===== config.mk =====
export PLATFORM = sky130hd
export DESIGN_NAME = cdc_handshake_rx
export DESIGN_NICKNAME = d
export VERILOG_FILES = /design/src/rtl/cdc_hs_pkg.sv /design/src/rtl/cdc_hs_buf2.sv /design/src/rtl/cdc_handshake_rx.sv
export SDC_FILE = /design/constraint.sdc
export NUM_CORES = 1
export LEC_CHECK = 0
export CAP_MARGIN = 20
export CORE_MARGIN = 5
export CORE_UTILIZATION = 40
export DETAILED_ROUTE_END_ITERATION = 8
export PLACE_DENSITY = 0.71
export SETUP_SLACK_MARGIN = 0.2
export SLEW_MARGIN = 0
export SYNTH_ARGS = -nofsm -noshare
export SYNTH_HDL_FRONTEND = slang
export SYNTH_SLANG_ARGS = --single-unit

===== constraint.sdc =====
create_clock -name clk -period 3 [get_ports clk]
set_clock_uncertainty 0.05 [all_clocks]
set_input_delay 0.6 -clock clk [delete_from_list [all_inputs] [get_ports clk]]
set_output_delay 0.6 -clock clk [all_outputs]
set_load 0.005 [all_outputs]

===== src/rtl/cdc_hs_pkg.sv =====
// -----------------------------------------------------------------------------
// cdc_hs_pkg
// Shared constants for the destination end of the toggle req/ack crossing:
// the receive FSM state encodings and the counter widths used by the top.
// -----------------------------------------------------------------------------
package cdc_hs_pkg;

  // Receive FSM state encodings (2-bit).
  localparam logic [1:0] ST_IDLE    = 2'd0;
  localparam logic [1:0] ST_SETTLE  = 2'd1;
  localparam logic [1:0] ST_CAPTURE = 2'd2;

  // Settle counter width. It covers SETTLE values 0..15.
  localparam int SETTLE_CNT_W = 4;

  // Saturating protocol-violation counter width.
  localparam int ERR_CNT_W = 8;

endpackage : cdc_hs_pkg


===== src/rtl/cdc_hs_buf2.sv =====
// -----------------------------------------------------------------------------
// cdc_hs_buf2
// Two-entry FIFO that holds captured words until the consumer takes them.
// Pointers carry one extra wrap bit, so full and empty can be told apart.
// A write into a full FIFO is accepted when a read in the same cycle frees
// a slot. A read from an empty FIFO is ignored.
//
// Ports
//   clk, rst_n        clock, asynchronous active-low reset
//   wr_en, wr_data    write request and word
//   full              no free slot (ignores a read in the same cycle)
//   rd_en             pop the head word
//   rd_data           head word; stable until it is popped
//   empty             no word held
// -----------------------------------------------------------------------------
module cdc_hs_buf2 #(
  parameter int WIDTH = 32
) (
  input  logic             clk,
  input  logic             rst_n,
  input  logic             wr_en,
  input  logic [WIDTH-1:0] wr_data,
  output logic             full,
  input  logic             rd_en,
  output logic [WIDTH-1:0] rd_data,
  output logic             empty
);

  logic [1:0]            wr_ptr_q, wr_ptr_d;
  logic [1:0]            rd_ptr_q, rd_ptr_d;
  logic [1:0][WIDTH-1:0] mem_q, mem_d;
  logic                  do_rd, do_wr;

  assign empty   = (wr_ptr_q == rd_ptr_q);
  assign full    = (wr_ptr_q[1] != rd_ptr_q[1]) && (wr_ptr_q[0] == rd_ptr_q[0]);
  assign rd_data = mem_q[rd_ptr_q[0]];

  assign do_rd = rd_en & ~empty;
  assign do_wr = wr_en & (~full | do_rd);

  // NOTE: every always_comb output gets a default first; a missing branch
  // assignment would otherwise infer a latch.
  always_comb begin
    wr_ptr_d = wr_ptr_q;
    rd_ptr_d = rd_ptr_q;
    mem_d    = mem_q;
    if (do_wr) begin
      mem_d[wr_ptr_q[0]] = wr_data;
      wr_ptr_d           = wr_ptr_q + 2'd1;
    end
    if (do_rd) begin
      rd_ptr_d = rd_ptr_q + 2'd1;
    end
  end

  // NOTE: the two storage words are reset as well, because out_data must
  // read as zero after reset and not as an unknown value.
  // NOTE: state registers use non-blocking assignments only, so every flop
  // samples the values from before the clock edge.
  always_ff @(posedge clk or negedge rst_n) begin
    if (!rst_n) begin
      wr_ptr_q <= '0;
      rd_ptr_q <= '0;
      mem_q    <= '0;
    end else begin
      wr_ptr_q <= wr_ptr_d;
      rd_ptr_q <= rd_ptr_d;
      mem_q    <= mem_d;
    end
  end

endmodule : cdc_hs_buf2


===== src/rtl/cdc_handshake_rx.sv =====
// -----------------------------------------------------------------------------
// cdc_handshake_rx
// Destination end of a toggle req/ack bus crossing. A new request is a
// difference between the synchronized req level and the last acknowledged
// level (req_seen). After SETTLE extra cycles the source-held data_in is
// sampled into a 2-entry buffer, and ack_tgl is toggled. Because of the
// buffer, ack can return before the consumer takes the word.
//
// Optional feature (macro CDC_HS_RX_ERR_EN): adds err_overrun (sticky) and
// err_count (saturating). Both flag req_tgl_sync changing while a request
// is still in SETTLE or CAPTURE. With the macro undefined, the ports and
// the logic are absent.
//
// Ports
//   clk, rst_n     destination clock, asynchronous active-low reset
//   req_tgl_sync   req toggle, already synchronized into clk
//   data_in        source data, held from the req toggle until ack is seen
//   ack_tgl        registered ack toggle back to the source domain
//   out_valid      out_data holds a captured word
//   out_data       head word of the buffer
//   out_ready      consumer takes the head word when out_valid & out_ready
//   err_overrun    (CDC_HS_RX_ERR_EN) sticky protocol-violation flag
//   err_count      (CDC_HS_RX_ERR_EN) saturating violation count
// -----------------------------------------------------------------------------
module cdc_handshake_rx
  import cdc_hs_pkg::*;
#(
  parameter int WIDTH  = 32,
  parameter int SETTLE = 1
) (
  input  logic                 clk,
  input  logic                 rst_n,
  input  logic                 req_tgl_sync,
  input  logic [WIDTH-1:0]     data_in,
  output logic                 ack_tgl,
  output logic                 out_valid,
  output logic [WIDTH-1:0]     out_data,
  input  logic                 out_ready
`ifdef CDC_HS_RX_ERR_EN
  ,
  output logic                 err_overrun,
  output logic [ERR_CNT_W-1:0] err_count
`endif
);

  // Last count value spent in SETTLE. The value is only used when SETTLE > 0.
  localparam logic [SETTLE_CNT_W-1:0] SETTLE_LAST =
    SETTLE_CNT_W'((SETTLE > 0) ? SETTLE - 1 : 0);

  logic [1:0]              state_q, state_d;
  logic [SETTLE_CNT_W-1:0] cnt_q, cnt_d;
  logic                    req_seen_q, req_seen_d;
  logic                    ack_q, ack_d;

  logic pending;
  logic buf_wr, buf_full, buf_empty, buf_space;

  assign pending = req_tgl_sync ^ req_seen_q;

  // A pop in this cycle frees a slot in time for the capture.
  assign buf_space = ~buf_full | (out_ready & ~buf_empty);

  always_comb begin
    state_d    = state_q;
    cnt_d      = cnt_q;
    req_seen_d = req_seen_q;
    ack_d      = ack_q;
    buf_wr     = 1'b0;
    case (state_q)
      ST_IDLE: begin
        if (pending) begin
          cnt_d   = '0;
          state_d = (SETTLE > 0) ? ST_SETTLE : ST_CAPTURE;
        end
      end
      ST_SETTLE: begin
        if (cnt_q == SETTLE_LAST) state_d = ST_CAPTURE;
        else                      cnt_d   = cnt_q + 1'b1;
      end
      ST_CAPTURE: begin
        // With the buffer full, wait here without ack. The source keeps
        // data_in stable until it sees the ack.
        if (buf_space) begin
          buf_wr     = 1'b1;
          ack_d      = ~ack_q;
          req_seen_d = ~req_seen_q;
          state_d    = ST_IDLE;
        end
      end
      default: state_d = ST_IDLE;
    endcase
  end

  always_ff @(posedge clk or negedge rst_n) begin
    if (!rst_n) begin
      state_q    <= ST_IDLE;
      cnt_q      <= '0;
      req_seen_q <= 1'b0;
      ack_q      <= 1'b0;
    end else begin
      state_q    <= state_d;
      cnt_q      <= cnt_d;
      req_seen_q <= req_seen_d;
      ack_q      <= ack_d;
    end
  end

  assign ack_tgl = ack_q;

  cdc_hs_buf2 #(
    .WIDTH (WIDTH)
  ) u_buf (
    .clk     (clk),
    .rst_n   (rst_n),
    .wr_en   (buf_wr),
    .wr_data (data_in),
    .full    (buf_full),
    .rd_en   (out_ready),
    .rd_data (out_data),
    .empty   (buf_empty)
  );

  assign out_valid = ~buf_empty;

`ifdef CDC_HS_RX_ERR_EN
  logic                 req_prev_q, req_prev_d;
  logic                 err_overrun_q, err_overrun_d;
  logic [ERR_CNT_W-1:0] err_count_q, err_count_d;
  logic                 violation;

  // While a request is in flight, the source must not toggle req again.
  // req_prev_q holds the level from the previous cycle, so the toggle that
  // opens a request is seen in IDLE and is not counted.
  assign violation = (req_tgl_sync ^ req_prev_q) &
                     ((state_q == ST_SETTLE) || (state_q == ST_CAPTURE));

  always_comb begin
    req_prev_d    = req_tgl_sync;
    err_overrun_d = err_overrun_q | violation;
    err_count_d   = err_count_q;
    if (violation && (err_count_q != {ERR_CNT_W{1'b1}})) begin
      err_count_d = err_count_q + 1'b1;
    end
  end

  always_ff @(posedge clk or negedge rst_n) begin
    if (!rst_n) begin
      req_prev_q    <= 1'b0;
      err_overrun_q <= 1'b0;
      err_count_q   <= '0;
    end else begin
      req_prev_q    <= req_prev_d;
      err_overrun_q <= err_overrun_d;
      err_count_q   <= err_count_d;
    end
  end

  assign err_overrun = err_overrun_q;
  assign err_count   = err_count_q;
`endif

endmodule : cdc_handshake_rx


Word-level counts from Yosys, hierarchy flattened:

Cells that the tools add are included.

* register bits after elaboration: 76
* output and inout port bits: 34
* word-level logic and storage cells: 53

* $add $sub $neg: 3
* order comparisons: 3
* equality and inequality tests: 9
* mux-type cells: 14
* bitwise operators: 8
* reduce and logical (&&, ||, !) cells: 8

Operators by type and width (count)
* 32-bit two-way mux: 3
* 64-bit bitwise mux: 1
* 32-bit demux with 1-bit select: 1
* 4-bit two-way mux: 2
* 2-bit != test (second input constant): 4
* 4-bit one-hot mux with 2 select lines: 1
* 2-bit two-way mux: 3
* 2-bit one-hot mux with 3 select lines: 1
* 3-bit AND reduction: 2
* 2-bit by 1-bit adder with 2-bit output (second input constant): 2
* 4-bit by 1-bit adder with 4-bit output (second input constant): 1
* 4-bit logical NOT: 1
* 1-bit by 2-bit less-than comparator with 1-bit output (second input constant): 2
* 1-bit inverter: 4
* 1-bit AND: 2
* 2-bit by 1-bit equality test with 1-bit output (second input constant): 1
* 2-bit equality test: 1
* 2-bit equality test (second input constant): 1
* 1-bit logical AND: 2
* 2-bit logical NOT: 1
* 1-bit two-way mux: 2
* 2-bit AND reduction: 1
* 2-bit nonzero test: 1
* 1-bit equality test: 1
* 4 further kinds: 4

Depth between registers and ports, before layout:

Gate-level depths: netlist (run 1).

* depth in word-level cells: 7
* mapped depth: 5
* depth with buffers taken out: 5

Hierarchy:

From an unflattened synthesis (run 1), not the netlist that was laid out.

* cells, all modules: 235
* area, all modules: 3678.5 µm²

By module, submodules not included
* cdc_hs_buf2: times used 1, cells an instance 199, area each 3271.9 µm², seq. area each 1701.6 µm²
* cdc_handshake_rx: times used 1, cells an instance 36, area each 406.6 µm², seq. area each 200.2 µm²

Worst setup path after synthesis (run 1):

OpenSTA, ideal clock, no wires.

* path kind: register -> output
* from: register u_buf.rd_ptr_q[0]
* to: output out_data[0]
* arrival time: 1.282 ns
* required time: 2.350 ns
* path slack: 1.068 ns
* cell stages (with the launch flop): 4
* cells stage by stage: dfrtp_1 > buf_1 > buf_2 > mux2_2

* word-level cells in the longest chain between the ends: 2

Ends and longest elaborated chain
* start: declaration: RTL line cdc_hs_buf2.sv:30 `logic [1:0] rd_ptr_q, rd_ptr_d;`
* start signal: assignment: RTL line cdc_hs_buf2.sv:67 `rd_ptr_q <= rd_ptr_d;`
* 32-bit two-way mux (implied by the code) (2 in series): RTL line cdc_hs_buf2.sv:36 `assign rd_data = mem_q[rd_ptr_q[0]];`
* end: declaration: RTL line cdc_handshake_rx.sv:37 `output logic [WIDTH-1:0] out_data,`

Every way passes these cells. The select of a mux whose other input is x is not followed.

Worst setup path in the final report (run 1):

* from: register u_buf.rd_ptr_q[0]
* to: output out_data[3]

Same word-level chain as after synthesis.

==> impl_metrics.tcl, run 1 <==
set metrics [dict create \
    cts_resized 0 \
    grt_pass1_vias 2333 \
    status "complete, no violations" \
    drt_first_pass_iters 4 \
    port-buffer-count 69 \
    clock_latency_ns 0.35 \
    timing.hold.ws_ns 0.331 \
    ys_warn_count 0 \
    p_leak_uw 0.00197 \
    hp-class "in -> async" \
    synth-edff-count 0 \
    ir_drop_v 0.000536 \
    ys_types 31 \
    reg2reg_to "u_buf.mem_q[1]$_DFFE_PN0P_" \
    cp_cell_sequence "buf_12, mux2_2, clkdlybuf4s50_1" \
    grt_start_max_net_pins 77 \
    power_per_cell_area_nw_per_um2 1120 \
    fmax_mhz 368 \
    yosysTopAreaCellShare_pct 51.8 \
    r2r-start "u_buf.rd_ptr_q[0]$_DFFE_PN0P_" \
    synth_flop_cell "dfrtp_1" \
    end_kind "output port" \
    cts_setup_buffers 0 \
    area_delta_synth_final_pct 24.9 \
    drive_above_1_share_pct 39.8 \
    cp-start-kind "flop" \
    dieArea_sq_um 11200 \
    rsz0062_at_grt "no" \
    synthTopCellsByCount "76 x dfrtp_1, 59 x mux2_4, 37 x mux2_2, 6 x inv_1, 5 x xnor2_1" \
    hold_viol 0 \
    viasPerCell 4.93 \
    crit_fanout 23 \
    wl_per_cell_microns 16.4 \
    async_reset_ff_share_pct 100 \
    clk_pin_slew_ns 0.09 \
    crit_slowest_cell "dfrtp_2" \
    regArea_sq_um 1900 \
    syn-cell-area_sq_um 3670 \
    cts_made_buffers 9 \
    setup_violations 0 \
    slew_violations 0 \
    worstPathArrival_ns 2.07 \
    tightest_slew_ns 0.950 \
    grt_use_total_pct 13.0 \
    synth.avg_cell_area_sq_um 15.7 \
    tns_ns 0 \
    ant_nets 0 \
    criticalPathCategory "reg -> out" \
    syn_inst 234 \
    routed_wl_mm 6.90 \
    synth_top_cell_by_area "dfrtp_1" \
    cts_htree_levels 3 \
    fin_nets 342 \
    crit_path_start "u_buf.rd_ptr_q[0]$_DFFE_PN0P_" \
    cp-endpoint "out_data[3]" \
    multi_input_area_sq_um 1610 \
    drtIter0Drc 36 \
    fp.coreArea_sq_um 9110 \
    finalNonFillerCells 420 \
    io_pins 70 \
    clock_path_buffers 2 \
    clockRootBuffer "clkbuf_8" \
    grt_pass1_wl_mm 11.6 \
    start_util_pct 40.3 \
    drt-met1-wl_mm 3.23 \
    grt_overflow 0 \
    wl_met2_mm 3.30 \
    drc_errors 0 \
    finalCritPeriodShare_pct 90.5 \
    gp_congestion 0.691 \
    routed-wl-met3_microns 343 \
    reg2reg_depth 4 \
    hpwlAfterDp_mm 4.46 \
    clkSinkCount 76 \
    max-slew-margin-rel_pct 36.7 \
    syn_nets 272 \
    rrSetupSlack_ns 0.64 \
    maxCapViolations 0 \
    cts_tree "yes" \
    synth-seq-area-share_pct 51.8 \
    synth-seq-cells 76 \
    cts_hold_buf 0 \
    vias 2072 \
    die_h_microns 106 \
    synth_area_leaders "dfrtp_1 52%, mux2_4 24%, mux2_2 11%" \
    synth_most_common_cell "dfrtp_1" \
    top_layer "met4" \
    rows 35 \
    dp_cells 404 \
    diodes 0 \
    finalCriticalPeriod_ns 2.72 \
    antenna_found_initial 0 \
    fillers 801 \
    required_ns 2.35 \
    max_stage_delay_ns 0.65 \
    dieWidth_microns 106 \
]
## flip-flops by register name, summed over array words and instances (netlist names)
signal          count
ack_tgl             1
cnt_q               4
req_seen_q          1
state_q             2
u_buf.mem_q        64
u_buf.rd_ptr_q      2
u_buf.wr_ptr_q      2
## layout by cell type, fill, tap and decap left out, types with 2 or more instances in the layout
cell             netlist  final
dfrtp_1               76     75
clkdlybuf4s50_1        0     68
mux2_4                59     59
mux2_2                37     37
clkbuf_8               0      9
inv_1                  6      6
xnor2_1                5      5
nand3_1                4      4
o21ai_0                4      4
nor2_1                 4      4
a21oi_1                4      4
nor2b_1                3      3
inv_6                  0      3
clkinvlp_4             0      3
buf_4                  0      3
nand2_1                2      2
xor2_1                 2      2
ha_1                   2      2
## area by class of cell
cell class                      count  area share [%]
Clock inverter                      7            1.26
Multi-Input combinational cell    139            35.2
Clock buffer                        9            2.70
Timing Repair Buffer               72            15.8
Sequential cell                    76            41.5
Inverter                            6           0.491
Tap cell                          111            3.03
## power breakdown
part	leakage [uW]	internal, uW	total (uW)	switching, uW
Combinational	0.000974	1770	2550	780
Sequential	0.000915	1530	1870	341
Clock	0.0000829	310	724	414
Total	0.00197	3610	5150	1530
## worst min-delay path by stage
stage / to / slack (ns)
finish: u_buf.mem_q[32]$_DFFE_PN0P_ / 0.33
detailed placement: ack_tgl$_DFFE_PN0P_ / 0.42
global placement: ack_tgl$_DFFE_PN0P_ / 0.42
CTS: u_buf.mem_q[43]$_DFFE_PN0P_ / 0.37
floorplan: ack_tgl$_DFFE_PN0P_ / 0.25
global route: u_buf.mem_q[32]$_DFFE_PN0P_ / 0.43
## per-layer routing
layer	vias up	track usage [%]
li1	965	-
met1	1050	17.1
met2	54	20.5
met3	3	4.04
met4	0	4.16
met5	-	0
## worst max-delay path, delay by kind of cell, from the launching register on
family                 cells  cell delay [ns]
multiplexers               1             0.35
flip-flops                 1             0.65
buffers and inverters      2             0.70
## through the flow
| step | util (%) | cell area (sq um) | total power, uW | worst slack (ns) |
|---|---|---|---|---|
| after global routing | 50.3 | 4580 | 5480 | 0.202 |
| after global placement | 48.3 | 4400 | 4400 | 0.521 |
| after floorplan | - | 3670 | 3470 | 1.07 |
| final | 50.3 | 4580 | 5150 | 0.284 |
| after CTS | 50.3 | 4580 | 5220 | 0.239 |
| after detailed placement | 48.3 | 4400 | 4450 | 0.486 |
## logic make-up after synthesis
logic type | after synthesis | share of synthesized area (%)
and+or+nand+nor | 18 | 2.63
DFF | 76 | 51.8
buffers and inverters | 19 | 4.23
AOI/OAI and AO/OA | 15 | 3.03
muxes | 96 | 35.5
xor gates and xnor gates | 8 | 2.11
adders and majority gates | 2 | 0.682
Note: power is estimated with default switching activity, not from simulation.
==> inputs of run 2 (changes only) <==
Settings changed: CAP_MARGIN 20 to not set, SYNTH_HIERARCHICAL set to 1.
==> run 2 against run 1 <==
Largest cell class unchanged. Worst hold slack lost 0.19 ns. Count of clock-buffer cells in the layout rose by 1. Clock power increased by 26%. Critical path depth increased by 5. Sequential power fell by 3%. Synthesized cell count grew 0.43%. Core utilization is 1.8 points higher. Global-route usage up 0.25 points. Die area increased by 0.21%. Largest power group unchanged. Critical endpoint is now u_buf/mem_q[31]$_DFFE_PN0P_. Via count is 3.3% higher.
==> impl_metrics.tcl, run 2 <==
set metrics [dict create \
    status "complete, no violations" \
    cp-start-kind "flop" \
    io_pins 70 \
    ys_warn_count 6 \
    rsz0062_at_grt "no" \
    largest_register "u_buf/mem_q" \
    p_clk_share_pct 17.0 \
    die_h_microns 106 \
    tightest_slew_ns 0.473 \
    ant_nets 0 \
    vias 2140 \
    cpMostUsedCell "nand2b_1" \
    max_stage_delay_ns 0.45 \
    fp.coreArea_sq_um 9110 \
    drive_above_1_share_pct 40.6 \
    finalCriticalPeriod_ns 2.54 \
    final_common_cell "dfrtp_1" \
    synth_xor_area_share_pct 1.87 \
    ys_types 31 \
    power_per_cell_area_nw_per_um2 1120 \
    synth_area_leaders "dfrtp_1 52%, mux2_4 24%, mux2_2 12%" \
    slew_violations 0 \
    syn-cell-area_sq_um 3680 \
    path_delay_family "compound AO/OA/AOI/OAI gates" \
    drtIter0Drc 50 \
    cts_resized 0 \
    gp_congestion 0.710 \
    fin_nets 351 \
    synth_top_cell_by_area "dfrtp_1" \
    cts_htree_levels 3 \
    setup_violations 0 \
    clockRootBuffer "clkbuf_8" \
    dieWidth_microns 106 \
    ir_drop_v 0.000459 \
    crit_slowest_cell "dfrtp_1" \
    dieArea_sq_um 11200 \
    routed-wl-met3_microns 277 \
    crit_fanout 28 \
    maxCapViolations 0 \
    muxShareOfSynthArea_pct 36.1 \
    clkSinkCount 76 \
    hpwlAfterDp_mm 4.74 \
    synth_compound_area_share_pct 3.50 \
    clock_path_buffers 2 \
    tns_ns 0 \
    routed_wl_mm 7.10 \
    cts_hold_buf 0 \
    worstPathArrival_ns 2.72 \
    synthTopCellsByCount "76 x dfrtp_1, 60 x mux2_4, 38 x mux2_2, 6 x buf_6, 6 x nor2_1" \
    grt_use_total_pct 13.3 \
    grt_overflow 0 \
    finalNonFillerCells 429 \
    cts_setup_buffers 0 \
    hp-class "in -> async" \
    diodes 0 \
    reg2reg_to "u_buf/mem_q[31]$_DFFE_PN0P_" \
    synth_flop_cell "dfrtp_1" \
    drt_first_pass_iters 4 \
    yosysTopAreaCellShare_pct 51.7 \
    synth.avg_cell_area_sq_um 15.7 \
    start_util_pct 40.4 \
    clock_latency_ns 0.35 \
    wl_per_cell_microns 16.6 \
    dp_cells 413 \
    criticalPathCategory "reg -> reg" \
    area_delta_synth_final_pct 29.1 \
    port-buffer-count 69 \
    clk_pin_slew_ns 0.09 \
    synth-edff-count 0 \
    r2r-start "u_buf/rd_ptr_q[1]$_DFFE_PN0P_" \
    cts_tree "yes" \
    rrSetupSlack_ns 0.46 \
    fmax_mhz 394 \
    antenna_found_initial 0 \
    finalCritPeriodShare_pct 84.6 \
    combPwrFrac_pct 48.9 \
    synthAdderAreaFrac_pct 0.680 \
    synth-seq-cells 76 \
    end_kind "flop" \
    grt_pass1_wl_mm 11.8 \
    required_ns 3.18 \
    grt_pass1_vias 2383 \
    cp_cell_sequence "xor2_2, nor2_1, nand2b_1, a21oi_2, nand2b_1, a21oi_4, buf_12, mux2_2" \
    p_seq_share_pct 34.0 \
    rows 35 \
    reg2reg_depth 8 \
    largest_register_ff_count 64 \
    p_sw_uw 1540 \
    syn_inst 235 \
    synth-simple-area-share_pct 3.27 \
    synth_most_common_cell "dfrtp_1" \
    drc_errors 0 \
    wl_met2_mm 3.42 \
    final_cell_mix "75 x dfrtp_1, 68 x clkdlybuf4s50_1, 60 x mux2_4" \
    cts_made_buffers 9 \
    syn_nets 273 \
    max-slew-margin-rel_pct 68.5 \
    async_reset_ff_share_pct 100 \
    viasPerCell 4.99 \
    synth-seq-area-share_pct 51.7 \
    critPathBufInv 1 \
    synth_top_family_by_area "multiplexers" \
    hold_viol 0 \
    top_regs "u_buf/mem_q (64), cnt_q (4)" \
    swShare_pct 28.8 \
    p_int_uw 3810 \
    grt_start_max_net_pins 43 \
    p_leak_uw 0.00206 \
    top_layer "met4" \
    drt-met1-wl_mm 3.33 \
]
[run 2: changes by cell type in the layout (fill, tap and decap cells not counted), moves of 3 or more]
| cell | previous run | this run |
|---|---|---|
| o21ai_0 | 4 | 1 |
| buf_4 | 3 | 6 |
| nand3_1 | 4 | 1 |
| clkinvlp_4 | 3 | 0 |
| nand2b_1 | 1 | 4 |
[run 2: worst max path at each step]
stage | startpoint | endpoint | slack [ns] | cells after the start
2_1_floorplan | u_buf/rd_ptr_q[0]$_DFFE_PN0P_ | u_buf/mem_q[32]$_DFFE_PN0P_ | 0.41 | 10
3_3_place_gp | out_ready | u_buf/mem_q[62]$_DFFE_PN0P_ | 0.41 | 7
3_5_place_dp | out_ready | u_buf/mem_q[63]$_DFFE_PN0P_ | 0.36 | 7
4_1_cts | u_buf/rd_ptr_q[1]$_DFFE_PN0P_ | u_buf/mem_q[62]$_DFFE_PN0P_ | 0.44 | 8
5_1_grt | u_buf/wr_ptr_q[1]$_DFFE_PN0P_ | u_buf/mem_q[31]$_DFFE_PN0P_ | 0.27 | 8
6_report | u_buf/rd_ptr_q[1]$_DFFE_PN0P_ | u_buf/mem_q[31]$_DFFE_PN0P_ | 0.46 | 8
[run 2: cell families (layout without fill, tap and decap cells)]
logic type                 count (synthesis)  count (layout)
buffers and inverters                     15              98
xor gates and xnor gates                   7               7
and+or+nand+nor                           22              22
adders and majority gates                  2               2
muxes                                     98              98
AOI/OAI and AO/OA                         15              15
DFF                                       76              76
[run 2: per-layer routing]
metal,track usage [%],up-vias
met4,5.00,0
met2,21.0,44
li1,-,988
met5,0,-
met1,17.6,1101
met3,3.28,7
[run 2: cell type report]
cell class	instances	area [sq um]
clock inverters	6	95.1
multi-input cells	144	1670
well taps	111	139
fillers	800	4360
flip-flops and latches	76	1900
inverters	5	18.8
clock buffers	10	138
repair buffers	77	786
[run 2: per-stage QoR]
stage / utilization (%) / hold WS (ns) / total power (uW) / setup WS, ns / instance area [sq um]
after floorplan: - / 0.254 / 3440 / 0.415 / 3680
after global placement: 49.6 / 0.419 / 4420 / 0.405 / 4520
after detailed placement: 49.6 / 0.420 / 4470 / 0.364 / 4520
after CTS: 52.2 / 0.138 / 5420 / 0.439 / 4750
after global routing: 52.2 / 0.170 / 5670 / 0.272 / 4750
final: 52.2 / 0.142 / 5340 / 0.461 / 4750
[run 2: power by group through the flow]
stage               Combinational (uW)  Sequential, uW  Clock (uW)
floorplan                         1710            1740           0
global placement                  2620            1810           0
detailed placement                2640            1820           0
CTS                               2670            1820         934
global route                      2810            1890         979
finish                            2610            1820         909
